**src/rtl/apple_video_pkg.sv**
```systemverilog
// rtl/apple_video_pkg.sv - shared types, constants and base-address helper for the text line fetcher
package apple_video_pkg;

    typedef enum logic [1:0] {
        IDLE,
        FETCH,
        DRAIN,
        DONE
    } fetch_state_t;

    localparam logic [4:0]  TEXT_ROWS       = 5'd24;
    localparam logic [4:0]  TEXT_WORDS      = 5'd20;
    localparam logic [6:0]  TEXT_COLS       = 7'd80;
    localparam logic [15:0] TEXT_PAGE1_BASE = 16'h0400;
    localparam logic [15:0] TEXT_PAGE2_BASE = 16'h0800;

    // Apple II interleave: row[2:0] strides by 128 bytes, row[4:3] selects a 40-byte third.
    function automatic logic [15:0] text_row_base(input logic [4:0] row, input logic page2);
        logic [15:0] page;
        logic [15:0] low_part;
        logic [15:0] third_part;
        page       = page2 ? TEXT_PAGE2_BASE : TEXT_PAGE1_BASE;
        low_part   = {6'd0, row[2:0], 7'd0};
        third_part = {14'd0, row[4:3]} * 16'd40;
        return page + low_part + third_part;
    endfunction

endpackage

```
**src/rtl/apple_text_line_fetch_if.sv**
```systemverilog
// rtl/apple_text_line_fetch_if.sv - request, video read port and renderer port bundle
interface apple_text_line_fetch_if;

    logic        start_i;
    logic [4:0]  row_i;
    logic        page2_i;
    logic        busy_o;
    logic        done_o;
    logic [15:0] video_address_o;
    logic        video_rd_o;
    logic [31:0] video_data_i;
    logic [6:0]  char_col_i;
    logic [7:0]  char_o;

    modport slave (
        input  start_i,
        input  row_i,
        input  page2_i,
        input  video_data_i,
        input  char_col_i,
        output busy_o,
        output done_o,
        output video_address_o,
        output video_rd_o,
        output char_o
    );

    modport master (
        output start_i,
        output row_i,
        output page2_i,
        output video_data_i,
        output char_col_i,
        input  busy_o,
        input  done_o,
        input  video_address_o,
        input  video_rd_o,
        input  char_o
    );

endinterface

```
**src/rtl/text_line_buffer.sv**
```systemverilog
// rtl/text_line_buffer.sv - two 20-word line buffers, word write, registered byte read
module text_line_buffer
    import apple_video_pkg::*;
(
    input  logic        clk,
    input  logic        resetn,
    input  logic        wr_en,
    input  logic        wr_sel,
    input  logic [4:0]  wr_idx,
    input  logic [31:0] wr_data,
    input  logic        rd_sel,
    input  logic [6:0]  rd_col,
    output logic [7:0]  rd_char
);

    // Byte lane n of a word holds display column 4*idx+n.
    logic [31:0] mem [0:1][0:TEXT_WORDS-1];
    logic [31:0] rd_word;
    logic [7:0]  rd_byte;

    always_ff @(posedge clk) begin
        if (wr_en) begin
            mem[wr_sel][wr_idx] <= wr_data;
        end
    end

    always_comb begin
        rd_word = '0;
        rd_byte = 8'h00;
        if (rd_col < TEXT_COLS) begin
            rd_word = mem[rd_sel][rd_col[6:2]];
            case (rd_col[1:0])
                2'd0:    rd_byte = rd_word[7:0];
                2'd1:    rd_byte = rd_word[15:8];
                2'd2:    rd_byte = rd_word[23:16];
                default: rd_byte = rd_word[31:24];
            endcase
        end
    end

    always_ff @(posedge clk) begin
        if (!resetn) begin
            rd_char <= 8'h00;
        end else begin
            rd_char <= rd_byte;
        end
    end

endmodule

```
**src/rtl/apple_text_line_fetch.sv**
```systemverilog
// rtl/apple_text_line_fetch.sv - per-row text RAM fetch into a ping-pong 80-column line buffer
module apple_text_line_fetch
    import apple_video_pkg::*;
#(
    parameter bit DOUBLE_BUFFER = 1'b1
) (
    input logic                    clk_logic,
    input logic                    system_reset_n,
    apple_text_line_fetch_if.slave vid
);

    fetch_state_t state_q, state_d;
    logic [15:0]  addr_q, addr_d;
    logic [4:0]   k_q, k_d;
    logic         disp_sel_q, disp_sel_d;
    logic         cap_valid_q;
    logic [4:0]   cap_k_q;
    logic [31:0]  fill_word;
    logic         fill_sel;

    always_ff @(posedge clk_logic) begin
        if (!system_reset_n) begin
            state_q     <= IDLE;
            addr_q      <= TEXT_PAGE1_BASE;
            k_q         <= '0;
            disp_sel_q  <= 1'b0;
            cap_valid_q <= 1'b0;
            cap_k_q     <= '0;
        end else begin
            state_q     <= state_d;
            addr_q      <= addr_d;
            k_q         <= k_d;
            disp_sel_q  <= disp_sel_d;
            cap_valid_q <= (state_q == FETCH);
            cap_k_q     <= k_q;
        end
    end

    // The address is held after the last word so the port mux stays inside text RAM.
    always_comb begin
        state_d    = state_q;
        addr_d     = addr_q;
        k_d        = k_q;
        disp_sel_d = disp_sel_q;
        case (state_q)
            IDLE: begin
                if (vid.start_i) begin
                    if (vid.row_i < TEXT_ROWS) begin
                        addr_d  = text_row_base(vid.row_i, vid.page2_i);
                        k_d     = '0;
                        state_d = FETCH;
                    end else begin
                        state_d = DONE;
                    end
                end
            end
            FETCH: begin
                if (k_q == TEXT_WORDS - 5'd1) begin
                    state_d = DRAIN;
                end else begin
                    k_d    = k_q + 5'd1;
                    addr_d = addr_q + 16'd2;
                end
            end
            DRAIN: begin
                state_d = DONE;
                if (DOUBLE_BUFFER) begin
                    disp_sel_d = ~disp_sel_q;
                end
            end
            DONE: begin
                state_d = IDLE;
            end
            default: begin
                state_d = IDLE;
            end
        endcase
    end

    assign vid.busy_o          = (state_q == FETCH) || (state_q == DRAIN);
    assign vid.done_o          = (state_q == DONE);
    assign vid.video_rd_o      = (state_q == FETCH);
    assign vid.video_address_o = addr_q;

    // Port bytes are main-even, aux-even, main-odd, aux-odd; 80-column order puts aux first.
    assign fill_word = {vid.video_data_i[23:16], vid.video_data_i[31:24],
                        vid.video_data_i[7:0],   vid.video_data_i[15:8]};
    assign fill_sel  = DOUBLE_BUFFER ? ~disp_sel_q : disp_sel_q;

    text_line_buffer u_line_buffer (
        .clk     (clk_logic),
        .resetn  (system_reset_n),
        .wr_en   (cap_valid_q),
        .wr_sel  (fill_sel),
        .wr_idx  (cap_k_q),
        .wr_data (fill_word),
        .rd_sel  (disp_sel_q),
        .rd_col  (vid.char_col_i),
        .rd_char (vid.char_o)
    );

endmodule
```
**src/flat_wrapper.sv**
```systemverilog
// flat-port wrapper written by rule: the top's interface ports become plain ports
module apple_text_line_fetch_flat import apple_video_pkg::*;
#(
    parameter bit DOUBLE_BUFFER = 1'b1
)
  (clk_logic, system_reset_n, vid_start_i, vid_row_i, vid_page2_i, vid_video_data_i, vid_char_col_i, vid_busy_o, vid_done_o, vid_video_address_o, vid_video_rd_o, vid_char_o);
  apple_text_line_fetch_if vid_i ();
  input logic clk_logic;
  input logic system_reset_n;
  input wire logic [$bits(vid_i.start_i)-1:0] vid_start_i;
  input wire logic [$bits(vid_i.row_i)-1:0] vid_row_i;
  input wire logic [$bits(vid_i.page2_i)-1:0] vid_page2_i;
  input wire logic [$bits(vid_i.video_data_i)-1:0] vid_video_data_i;
  input wire logic [$bits(vid_i.char_col_i)-1:0] vid_char_col_i;
  output wire logic [$bits(vid_i.busy_o)-1:0] vid_busy_o;
  output wire logic [$bits(vid_i.done_o)-1:0] vid_done_o;
  output wire logic [$bits(vid_i.video_address_o)-1:0] vid_video_address_o;
  output wire logic [$bits(vid_i.video_rd_o)-1:0] vid_video_rd_o;
  output wire logic [$bits(vid_i.char_o)-1:0] vid_char_o;
  assign vid_i.start_i = vid_start_i;
  assign vid_i.row_i = vid_row_i;
  assign vid_i.page2_i = vid_page2_i;
  assign vid_i.video_data_i = vid_video_data_i;
  assign vid_i.char_col_i = vid_char_col_i;
  assign vid_busy_o = vid_i.busy_o;
  assign vid_done_o = vid_i.done_o;
  assign vid_video_address_o = vid_i.video_address_o;
  assign vid_video_rd_o = vid_i.video_rd_o;
  assign vid_char_o = vid_i.char_o;
  apple_text_line_fetch #(.DOUBLE_BUFFER(DOUBLE_BUFFER)) u_core (.clk_logic(clk_logic), .system_reset_n(system_reset_n), .vid(vid_i));
endmodule
```
**config.mk**
```make
export PLATFORM = sky130hd
export DESIGN_NAME = apple_text_line_fetch_flat
export DESIGN_NICKNAME = d
export VERILOG_FILES = /design/src/rtl/apple_video_pkg.sv /design/src/rtl/apple_text_line_fetch_if.sv /design/src/rtl/text_line_buffer.sv /design/src/rtl/apple_text_line_fetch.sv /design/src/flat_wrapper.sv
export SDC_FILE = /design/constraint.sdc
export NUM_CORES = 1
export LEC_CHECK = 0
export BUFFER_PORTS_ARGS = -buffer_cell sky130_fd_sc_hd__buf_4
export CAP_MARGIN = 0
export CORE_MARGIN = 2
export CORE_UTILIZATION = 56
export DETAILED_ROUTE_END_ITERATION = 6
export GPL_TIMING_DRIVEN = 0
export MAX_ROUTING_LAYER = met4
export PLACE_DENSITY = 0.72
export SYNTH_ARGS = -nofsm -noshare
export SYNTH_HDL_FRONTEND = slang
export SYNTH_SLANG_ARGS = --single-unit
```
**constraint.sdc**
```tcl
create_clock -name clk_logic -period 6.14 [get_ports clk_logic]
set_input_delay 0.307 -clock clk_logic [delete_from_list [all_inputs] [get_ports clk_logic]]
set_output_delay 0.307 -clock clk_logic [all_outputs]
set_load 0.03 [all_outputs]
```
; ---- Yosys cells after proc, flatten, opt, wreduce, memory -nomap -nowiden
; Memory sizes are Yosys's and may differ from the RTL's. A register that Yosys moved wholly into a read port is not among the register bits.
; Cells that the tools add are included.
[word_totals]
ff_bits = 38
output_inout_bits = 27
latch_bits = 0
romBits = 0
n_memories = 1
mem_bits_rw = 1280
wordCells = 62
inputBits = 48
[classes]
magnitude_cmp = 5
n_reduce_logical = 8
n_addsub = 4
bitwise = 3
mul = 1
muxes = 23
n_shift = 0
div = 0
n_eq_ne = 10
[memory_table]
columns = name, depth, width, read_ports, rd_ports_with_merged_regs, write_ports, line_no
row1 = u_core.u_line_buffer.mem, 2, 640, 1, 1, 1, text_line_buffer.sv:17  ; logic [31:0] mem [0:1][0:TEXT_WORDS-1];
[op_table]
columns = cell, count
row1 = $mux W640, 1
row2 = $bmux W32 S5, 1
row3 = $demux W32 S5, 1
row4 = $mux W32, 3
row5 = $mux W16, 3
row6 = $pmux W16 S2, 1
row7 = $pmux W8 S3, 1
row8 = $add A16 B10 Y16, 1
row9 = $add A16 B2 Y16 const B, 1
row10 = $add A16 B8 Y16, 1
row11 = $mux W5, 3
row12 = $ge A6 B6 Y1 const B, 2
row13 = $mux W12, 1
row14 = $not A5 Y6, 2
row15 = $pmux W5 S2, 1
row16 = $pmux W2 S4, 1
row17 = $lt A7 B7 Y1 const B, 1
row18 = $eq A2 B2 Y1 const B, 3
row19 = $lt A6 B1 Y1 const B, 1
row20 = $mux W2, 3
row21 = $add A5 B1 Y5 const B, 1
row22 = $eq A5 B5 Y1 const B, 1
row23 = $lt A5 B5 Y1 const B, 1
row24 = $mul A2 B3 Y5 const B, 1
row25 = 11 further kinds, 18

; ---- Logic depth before layout (Yosys ltp)
; Gate-level depths: netlist of run 1.
[depth]
ltp_word = 6
mapped_depth = 12
depth_no_buf = 9

; ---- Cells and area by module
; From an unflattened synthesis of run 1, not the netlist that was laid out.
[unflattened]
cells_unflattened = 2459
area_unflattened_um2 = 51363.0
[modules_own_cells]
columns = module, area_each_um2, cells_each, seq_area_each_um2, n_inst
row1 = text_line_buffer, 49814.0, 2272, 38597.0, 1
row2 = apple_text_line_fetch, 1549.0, 187, 580.6, 1

; ---- Worst setup path before layout of run 1
; Ideal clock, no wire load.
[synth_timing]
path_kind = reg2reg
from = reg u_core.cap_k_q[2]
to = mem u_core.u_line_buffer.mem[0][416] in the netlist's numbering (enable)
synth_period_minus_slack_ns = 2.770
slack_ns = 3.370
arrival_time_ns = 2.349
path_stages_with_launch = 4
required_ns = 5.719
cell_sequence = dfxtp_1 or3b_2 clkbuf_1 nor2_1
[synth_via]
elab_chain_len = 6
word_cells_on_any_way = 7
classes_between = order compare (2) / mux (3) / bitwise (1) / reduce/logical (1)
[synth_lines]
columns = item, line_no
row1 = "start, declared", apple_text_line_fetch.sv:17  ; logic [4:0] cap_k_q;
row2 = "start signal, assigned", apple_text_line_fetch.sv:35  ; cap_k_q <= k_q;
row3 = $not A5 Y6 (not written as such) (*), text_line_buffer.sv:23  ; mem[wr_sel][wr_idx] <= wr_data;
row4 = $ge A6 B6 Y1 (not written as such) or $lt A6 B1 Y1 (tied branches), text_line_buffer.sv:23
row5 = $logic_and A1 B1 Y1 (not written as such), text_line_buffer.sv:23
row6 = $mux W32 (not written as such), text_line_buffer.sv:23
row7 = $demux W32 S5 (*), text_line_buffer.sv:23
row8 = $mux W640 (not written as such) (*), text_line_buffer.sv:23
row9 = "end, declared", text_line_buffer.sv:17
; Mark *: on every way between the ends. The rest lies on a longest branch, timed or not.

; ---- Worst setup path in the final report of run 1
[layout_timing]
from = in vid_char_col_i[4]
to = reg u_core.u_line_buffer.rd_char[2]
[layout_via]
elab_chain_len = 5
word_cells_on_any_way = 7
classes_between = order compare (1) / mux (4) / bitwise (1) / reduce/logical (1)
[layout_lines]
columns = item, line_no
row1 = "start, declared", flat_wrapper.sv:14  ; input wire logic [$bits(vid_i.char_col_i)-1:0] vid_char_col_i;
row2 = $not A5 Y6 (not written as such), text_line_buffer.sv:31  ; rd_word = mem[rd_sel][rd_col[6:2]];
row3 = $bmux W32 S5, text_line_buffer.sv:31
row4 = $mux W32 (not written as such) (2 in series), text_line_buffer.sv:31
row5 = $pmux W8 S3, text_line_buffer.sv:32  ; case (rd_col[1:0])
row6 = "end signal, assigned", text_line_buffer.sv:45  ; rd_char <= rd_byte;
row7 = "end, declared", text_line_buffer.sv:13  ; output logic [7:0] rd_char
; Several ways; a longest one is shown, not always the timed one. The select of a mux whose other input is x is not followed.
; A chain may end at the register's enable or synchronous reset.

==> results of run 1 <==
## sequential cells by signal (all words and copies together) (netlist names), named ones only
signal	cells
u_core.cap_k_q	5
u_core.cap_valid_q	1
u_core.disp_sel_q	1
u_core.k_q	5
u_core.state_q	2
u_core.u_line_buffer.mem	1280
u_core.u_line_buffer.rd_char	8
u_core.vid.video_address_o	15
## metal layers
| metal | vias up | GRT usage (%) | wire length [um] |
|---|---|---|---|
| met4 | 0 | 15.65 | 8251 |
| met5 | - | - | 0 |
| li1 | 10370 | - | - |
| met3 | 464 | 7.769 | 18850 |
| met2 | 2274 | 49.29 | 68910 |
| met1 | 14210 | 43.66 | 52030 |
## area by class of cell
type / count / area (um^2) / area share (%)
Timing Repair Buffer: 155 / 2217 / 3.737
Buffer: 122 / 909.6 / 1.533
Antenna cell: 3 / 7.507 / 0.01265
Clock inverter: 64 / 653.1 / 1.101
Inverter: 8 / 32.53 / 0.05483
Tap cell: 1176 / 1471 / 2.480
Clock buffer: 175 / 3576 / 6.027
Multi-Input combinational cell: 877 / 11260 / 18.99
Sequential cell: 1318 / 39200 / 66.07
## cell families (layout without fill, tap and decap cells)
| group | Yosys count | after routing |
|---|---|---|
| other cells | 1 | 4 |
| compound gates | 174 | 174 |
| flops | 1318 | 1318 |
| xor+xnor | 8 | 8 |
| buf+inv | 130 | 524 |
| simple gates | 246 | 246 |
| fa+ha+maj | 7 | 7 |
| mux | 441 | 441 |
## metrics by stage
| stage | worst slack (ns) | utilization, % |
|---|---|---|
| after global placement | 0.8528 | 58.80 |
| after CTS | 2.255 | 65.70 |
| final | 1.988 | 65.71 |
| after detailed placement | 1.536 | 60.75 |
| after floorplan | 3.370 | - |
| after global routing | 2.117 | 65.71 |
## final timing paths
kind                              start                                         end  depth (start not counted)
max                   vid_char_col_i[4]  u_core.u_line_buffer.rd_char[2]$_SDFF_PN0_                          8
min                vid_video_data_i[19]  u_core.u_line_buffer.mem[1][347]$_DFFE_PP_                          1
max reg2reg                   flip-flop  u_core.u_line_buffer.rd_char[2]$_SDFF_PN0_                         10
min reg2reg  u_core.k_q[1]$_SDFFE_PN0P_                u_core.cap_k_q[1]$_SDFF_PN0_                          2
## critical path: cells and delay by family
family                 cells  cell delay, ns
buffers and inverters      3            2.01
and+or+nand+nor            2            1.17
AOI/OAI and AO/OA          3            1.20
## cell usage in the layout (no fill, tap or decap), drive strengths merged, types with 27 or more instances in the layout
| master | count |
|---|---|
| a21oi | 43 |
| buf | 223 |
| clkbuf | 205 |
| clkinv | 48 |
| dfxtp | 38 |
| edfxtp | 1280 |
| mux2i | 102 |
| mux4 | 325 |
| nand2 | 53 |
| nor2 | 83 |
| nor2b | 27 |
| o21ai | 42 |
## timing repair
action,CTS,global route
buffers inserted,0,0
hold buffers,24,0
endpoints found under the hold margin,304,0
## report_power, final
part | switching, mW | total (mW) | internal [mW]
registers | 0.0694 | 10.0 | 9.96
logic | 1.88 | 3.45 | 1.56
clock network | 3.43 | 7.88 | 4.44
==> out/metrics.csv, run 1 <==
stage,metric,value,unit
status,outcome,"finished, violations left",
status,violated checks,"max-capacitance violations, max-slew violations",
global_routing,total gr overflow,0,
timing,Rel. slew slack,-4.364,%
floorplan,IO Pins,75,
clock_network,clock insertion delay at the later pin of the skew report,0.76,ns
global_routing,largest net degree at the start of global routing,41,
timing,Setup TNS Final,0,ns
floorplan,# rows,110,
clock_network,Root Buffer,clkbuf_16,
synthesis,Mapped Area,51100,um^2
setup_path,CP Capture Type,flip-flop,
placement,number of port buffers,69,
layout,final std cells w/o fill,3898,
setup_path,critical-path cell list,clkbuf_1 -> or2_2 -> clkbuf_1 -> clkbuf_1 -> a211oi_1 -> nor4_1 -> o32ai_1 -> a221oi_1,
synthesis,Ys Warns,0,
setup_path,crit path launch type,primary input,
layout,Area growth syn-to-layout,16.10,%
global_routing,total track usage,33.03,%
synthesis,Synth Flop Type,edfxtp_1,
clock_network,TritonCTS clock tree,built,
timing,worst-case hold slack,0.01704,ns
synthesis,Area contributors post-synth,"edfxtp_1, mux4_2, mux2i_1",
setup_path,worst setup path category,in -> reg,
setup_path,crit path DAT,4.72,ns
timing,RSZ-0062 raised after global routing,false,
timing,final worst-path cycle share,67.62,%
routing,DRT Pass-1 Iters,6,
power_and_ir_drop,total power,21.36,mW
setup_path,WP data required,6.71,ns
clock_network,Worst-path clk slew,0.06,ns
synthesis,largest family of logic cells by synthesized area,multiplexers,
clock_network,clk buf depth,3,
power_and_ir_drop,cell area power density,360.0,nW/um^2
routing,DRC viols,0,
layout,final instance area,59330,um^2
routing,DRT Wirelength,148000,um
timing,setup violators final,0,
timing,Worst-Margin Slew,1.560,ns
routing,Via density,7.007,
routing,DR vias,27310,
synthesis,post-synthesis xor/xnor area fraction,0.1371,%
worst_hold_path,Worst Hold Class,in -> reg,
layout,Post-layout nets,2669,
floorplan,DIE AREA,93690,um^2
power_and_ir_drop,Leakage Power,18.74,nW
synthesis,post-synth net total,2380,
placement,GPL Wtd Cong,0.8971,
floorplan,die height,306.1,um
synthesis,top cell type's share of synthesized area,75.22,%
routing,ANT nets after route,0,
synthesis,#FFs+latches synth,1318,
synthesis,Post-Synth Adder-Cell Area,0.1714,%
layout,share of layout cells above drive strength 1,29.17,%
synthesis,Syn Inst Count,2325,
synthesis,mux contribution to synthesized area,16.63,%
clock_network,CTS Buf Count,132,
clock_network,post_cts resized,0,
power_and_ir_drop,Peak VDD IR,296.6,uV
setup_path,"most used cell, CP",clkbuf_1,
synthesis,"count leader, synth",edfxtp_1,
layout,Layout fillers,5657,
clock_network,Num Clock Sinks,1318,
timing,final hold vios,0,
job,max-cap violations,1,
placement,DP Cell Count,3632,
clock_network,number of H-tree levels,4,
synthesis,post-synthesis sequential area ratio,76.71,%
global_routing,initial antenna violation count,3,
setup_path,CP max stage delay,1.13,ns
setup_path,Critical Path Fanout Max,10,
floorplan,core area,90290,um^2
synthesis,most frequent cells after synthesis,"edfxtp_1, mux4_2, mux2i_1, nor2_1, nand2_1",
timing,Layout Skew,0.03391,ns
synthesis,syn_area_per_cell,21.98,um^2
timing,Fmax,0.2409,GHz
global_routing,vias in the first global route,27080,
synthesis,Compound-Gate Fraction of Synth Area,2.201,%
routing,Routed WL per cell,37.98,um
setup_path,CP max-delay cell,clkbuf_1,
synthesis,Synth area leader,edfxtp_1,
placement,DP HPWL,94380,um
synthesis,post-synthesis simple-gate area fraction,2.306,%
timing,Tmin final,4.152,ns
synthesis,unique cell type count in the Yosys netlist,64,
global_routing,first-pass GRT wire length,204900,um
synthesis,"EDFF count, synth",1280,
routing,initial drt markers,4848,
setup_path,"reg-to-reg slack, setup",2.00,ns
timing,Slew Limit Fails,9,
synthesis,Synth async-reset ratio,0,%
placement,Placed Area,54850,um^2
floorplan,Initial Util,56.60,%
floorplan,Die X,306.1,um
Power figures use the tool's default switching activity.
==> run 2: changes to the inputs <==
==> constraint.sdc (replaced) <==
create_clock -name clk_logic -period 3.9 [get_ports clk_logic]
set_input_delay 0.195 -clock clk_logic [delete_from_list [all_inputs] [get_ports clk_logic]]
set_output_delay 0.195 -clock clk_logic [all_outputs]
set_load 0.03 [all_outputs]
==> run 2 against run 1 <==
  * The run still ends with max-capacitance violations, max-slew violations left
  * Wire length grew 0.24%
  * Clock skew fell by 0.0028 ns
  * Die area did not move
  * Global-route usage barely moved
  * Worst setup slack lost 2.0 ns
  * Final area up 0.36%
  * Via count rose by 0.79%
  * Sequential share of layout area decreased by 0.24 points
  * Sequential cell count unchanged
  * Clock-buffer cell count did not move
==> out/metrics.csv, run 2 (synthesis results as in run 1) <==
stage,metric,value,unit,change
power_and_ir_drop,Switch Pwr,8.505,mW,+58%
timing,Fmax,0.2585,GHz,
power_and_ir_drop,Peak VDD IR,465.8,uV,+57%
placement,number of port buffers,69,,unchanged
power_and_ir_drop,cell area power density,565.6,nW/um^2,+57%
floorplan,Die X,306.1,um,unchanged
global_routing,total gr overflow,0,,unchanged
setup_path,Critical Path Fanout Max,10,,unchanged
clock_network,Root Buffer,clkbuf_16,,
global_routing,first-pass GRT wire length,205100,um,+0.11%
routing,DRT Pass-1 Iters,6,,unchanged
timing,Slew Limit Fails,9,,unchanged
setup_path,crit path launch type,flip-flop,,
worst_hold_path,Worst Hold Path Cells,4,,+3
timing,Tmin final,3.868,ns,
floorplan,Initial Util,56.60,%,unchanged
routing,initial drt markers,5023,,+3.6%
power_and_ir_drop,Leakage Power,18.83,nW,+0.46%
timing,Layout Skew,0.03115,ns,-0.002757 ns
clock_network,Num Clock Sinks,1318,,unchanged
timing,final hold vios,0,,unchanged
routing,ANT nets after route,0,,unchanged
job,max-cap violations,1,,unchanged
setup_path,WP data required,4.43,ns,-2.28 ns
layout,Post-layout nets,2689,,+0.75%
floorplan,die height,306.1,um,unchanged
routing,DRC viols,0,,unchanged
global_routing,vias in the first global route,27150,,+0.27%
layout,final instance area,59540,um^2,+0.36%
clock_network,TritonCTS clock tree,built,,
placement,Placed Area,54850,um^2,unchanged
timing,final worst-path cycle share,99.18,%,
status,violated checks,"max-capacitance violations, max-slew violations",,
clock_network,Worst-path clk slew,0.06,ns,about the same
worst_hold_path,Hold Startpoint,vid_row_i[2],,
placement,DP HPWL,94380,um,unchanged
power_and_ir_drop,total power,33.68,mW,+58%
floorplan,core area,90290,um^2,unchanged
layout,most frequent cells in the layout,"edfxtp_1, mux4_2, clkbuf_16",,
power_and_ir_drop,Clock power frac,36.8,%,about the same
routing,DRT Wirelength,148400,um,+0.24%
global_routing,initial antenna violation count,5,,+2
status,outcome,"finished, violations left",,
layout,max FFs per register,1280,,unchanged
floorplan,# rows,110,,unchanged
setup_path,worst setup path category,reg -> reg,,
timing,Rel. slew slack,-4.610,%,-0.25 points
worst_hold_path,Hold EP,u_core.vid.video_address_o[9]$_SDFFE_PN0P_,,
layout,Area growth syn-to-layout,16.52,%,
clock_network,clock insertion delay at the later pin of the skew report,0.76,ns,about the same
setup_path,Worst R2R Path Depth,9,,-1
clock_network,number of H-tree levels,4,,unchanged
timing,setup violators final,0,,unchanged
setup_path,crit path DAT,4.40,ns,-0.32 ns
clock_network,CTS Buf Count,132,,unchanged
power_and_ir_drop,switching share of power,25.26,%,+0.029 points
routing,Via density,7.026,,+0.28%
setup_path,CP Capture Type,flip-flop,,
timing,Worst-Margin Slew,1.563,ns,+0.003675 ns
floorplan,DIE AREA,93690,um^2,unchanged
power_and_ir_drop,Logic pwr share,16.2,%,about the same
floorplan,IO Pins,75,,unchanged
power_and_ir_drop,internal power,25.17,mW,+58%
placement,GPL Wtd Cong,0.8971,,unchanged
clock_network,clk buf depth,3,,unchanged
timing,Setup TNS Final,0,ns,unchanged
layout,final core occ,65.95,%,+0.24 points
power_and_ir_drop,sequential share of power,46.9,%,about the same
layout,most flop-heavy register,u_core.u_line_buffer.mem,,
layout,share of layout cells above drive strength 1,29.03,%,-0.14 points
global_routing,largest net degree at the start of global routing,41,,unchanged
worst_hold_path,Worst Hold Class,in -> reg,,
layout,"commonest non-fill, non-tap cell in the layout",edfxtp_1,,
routing,DR vias,27530,,+0.79%
global_routing,total track usage,33.06,%,about the same
setup_path,Reg-to-Reg End,u_core.u_line_buffer.rd_char[0]$_SDFF_PN0_,,
timing,RSZ-0062 raised after global routing,false,,
routing,Routed WL per cell,37.88,um,-0.28%
setup_path,"reg-to-reg slack, setup",0.03,ns,-1.97 ns
[run 2: cell count changes in the layout (fill, tap and decap cells not counted), sizes merged]
cell         change
dlygate4sd3     +20
[run 2: cell type report]
class,instances,area [um^2]
Antenna cell,3,7.507
Sequential cell,1318,39200
Clock inverter,64,653.1
Clock buffer,175,3576
Timing Repair Buffer,175,2417
Tap cell,1176,1471
Inverter,8,32.53
Fill cell,5635,30740
Buffer,122,909.6
Multi-Input combinational cell,877,11280
[run 2: worst max path at each step]
stage,startpoint,to,slack (ns),cells past startpoint
2_1_floorplan,u_core.cap_k_q[2]$_SDFF_PN0_,u_core.u_line_buffer.mem[0][416]$_DFFE_PP_,1.13,3
3_3_place_gp,u_core.cap_k_q[2]$_SDFF_PN0_,u_core.u_line_buffer.mem[0][413]$_DFFE_PP_,-1.39,3
3_5_place_dp,vid_char_col_i[4],u_core.u_line_buffer.rd_char[2]$_SDFF_PN0_,-0.59,8
4_1_cts,flip-flop,u_core.u_line_buffer.rd_char[2]$_SDFF_PN0_,0.01,10
5_1_grt,flip-flop,u_core.u_line_buffer.rd_char[0]$_SDFF_PN0_,0.07,9
6_report,flip-flop,u_core.u_line_buffer.rd_char[0]$_SDFF_PN0_,0.03,9
[run 2: routing by layer]
layer | track usage (%) | vias up | share of wire (%)
li1 | - | 10400 | -
met1 | 43.76 | 14290 | 35
met2 | 49.31 | 2387 | 47
met3 | 7.728 | 453 | 13
met4 | 15.62 | 0 | 5.4
met5 | - | - | 0
[run 2: repair_timing]
action,in CTS,in global routing
buffers inserted,0,0
hold buffers,44,0
hold endpoints to repair,1298,0
setup endpoints to repair,0,2
resized for setup,0,3
[run 2: metrics by stage]
step                      hold WS, ns  cells  setup slack [ns]
after detailed placement       0.4746   3632           -0.5921
after global routing           0.3384   3918           0.07411
final                          0.3369   3918           0.03191
after global placement         0.4687   3570            -1.387
after floorplan                0.2939   2325             1.130
after CTS                      0.2827   3915           0.01494
[run 2: worst max-delay path: stages (launching register included)]
cell       delay (ns)
dfxtp_1          0.32
buf_6            0.21
buf_8            0.21
buf_6            0.25
buf_6            0.26
buf_6            0.20
mux2i_1          0.27
a2111oi_1        0.77
nor2_1           0.10
nor4_1           1.00
[run 2: power groups by stage]
stage	clock network [mW]	logic, mW	registers, mW
2_1_floorplan	0	3.55	16.2
4_1_cts	12.4	5.45	15.8
5_1_grt	13.0	5.71	15.8
6_report	12.4	5.47	15.8
3_5_place_dp	0	5.36	16.1
3_3_place_gp	0	5.18	16.1
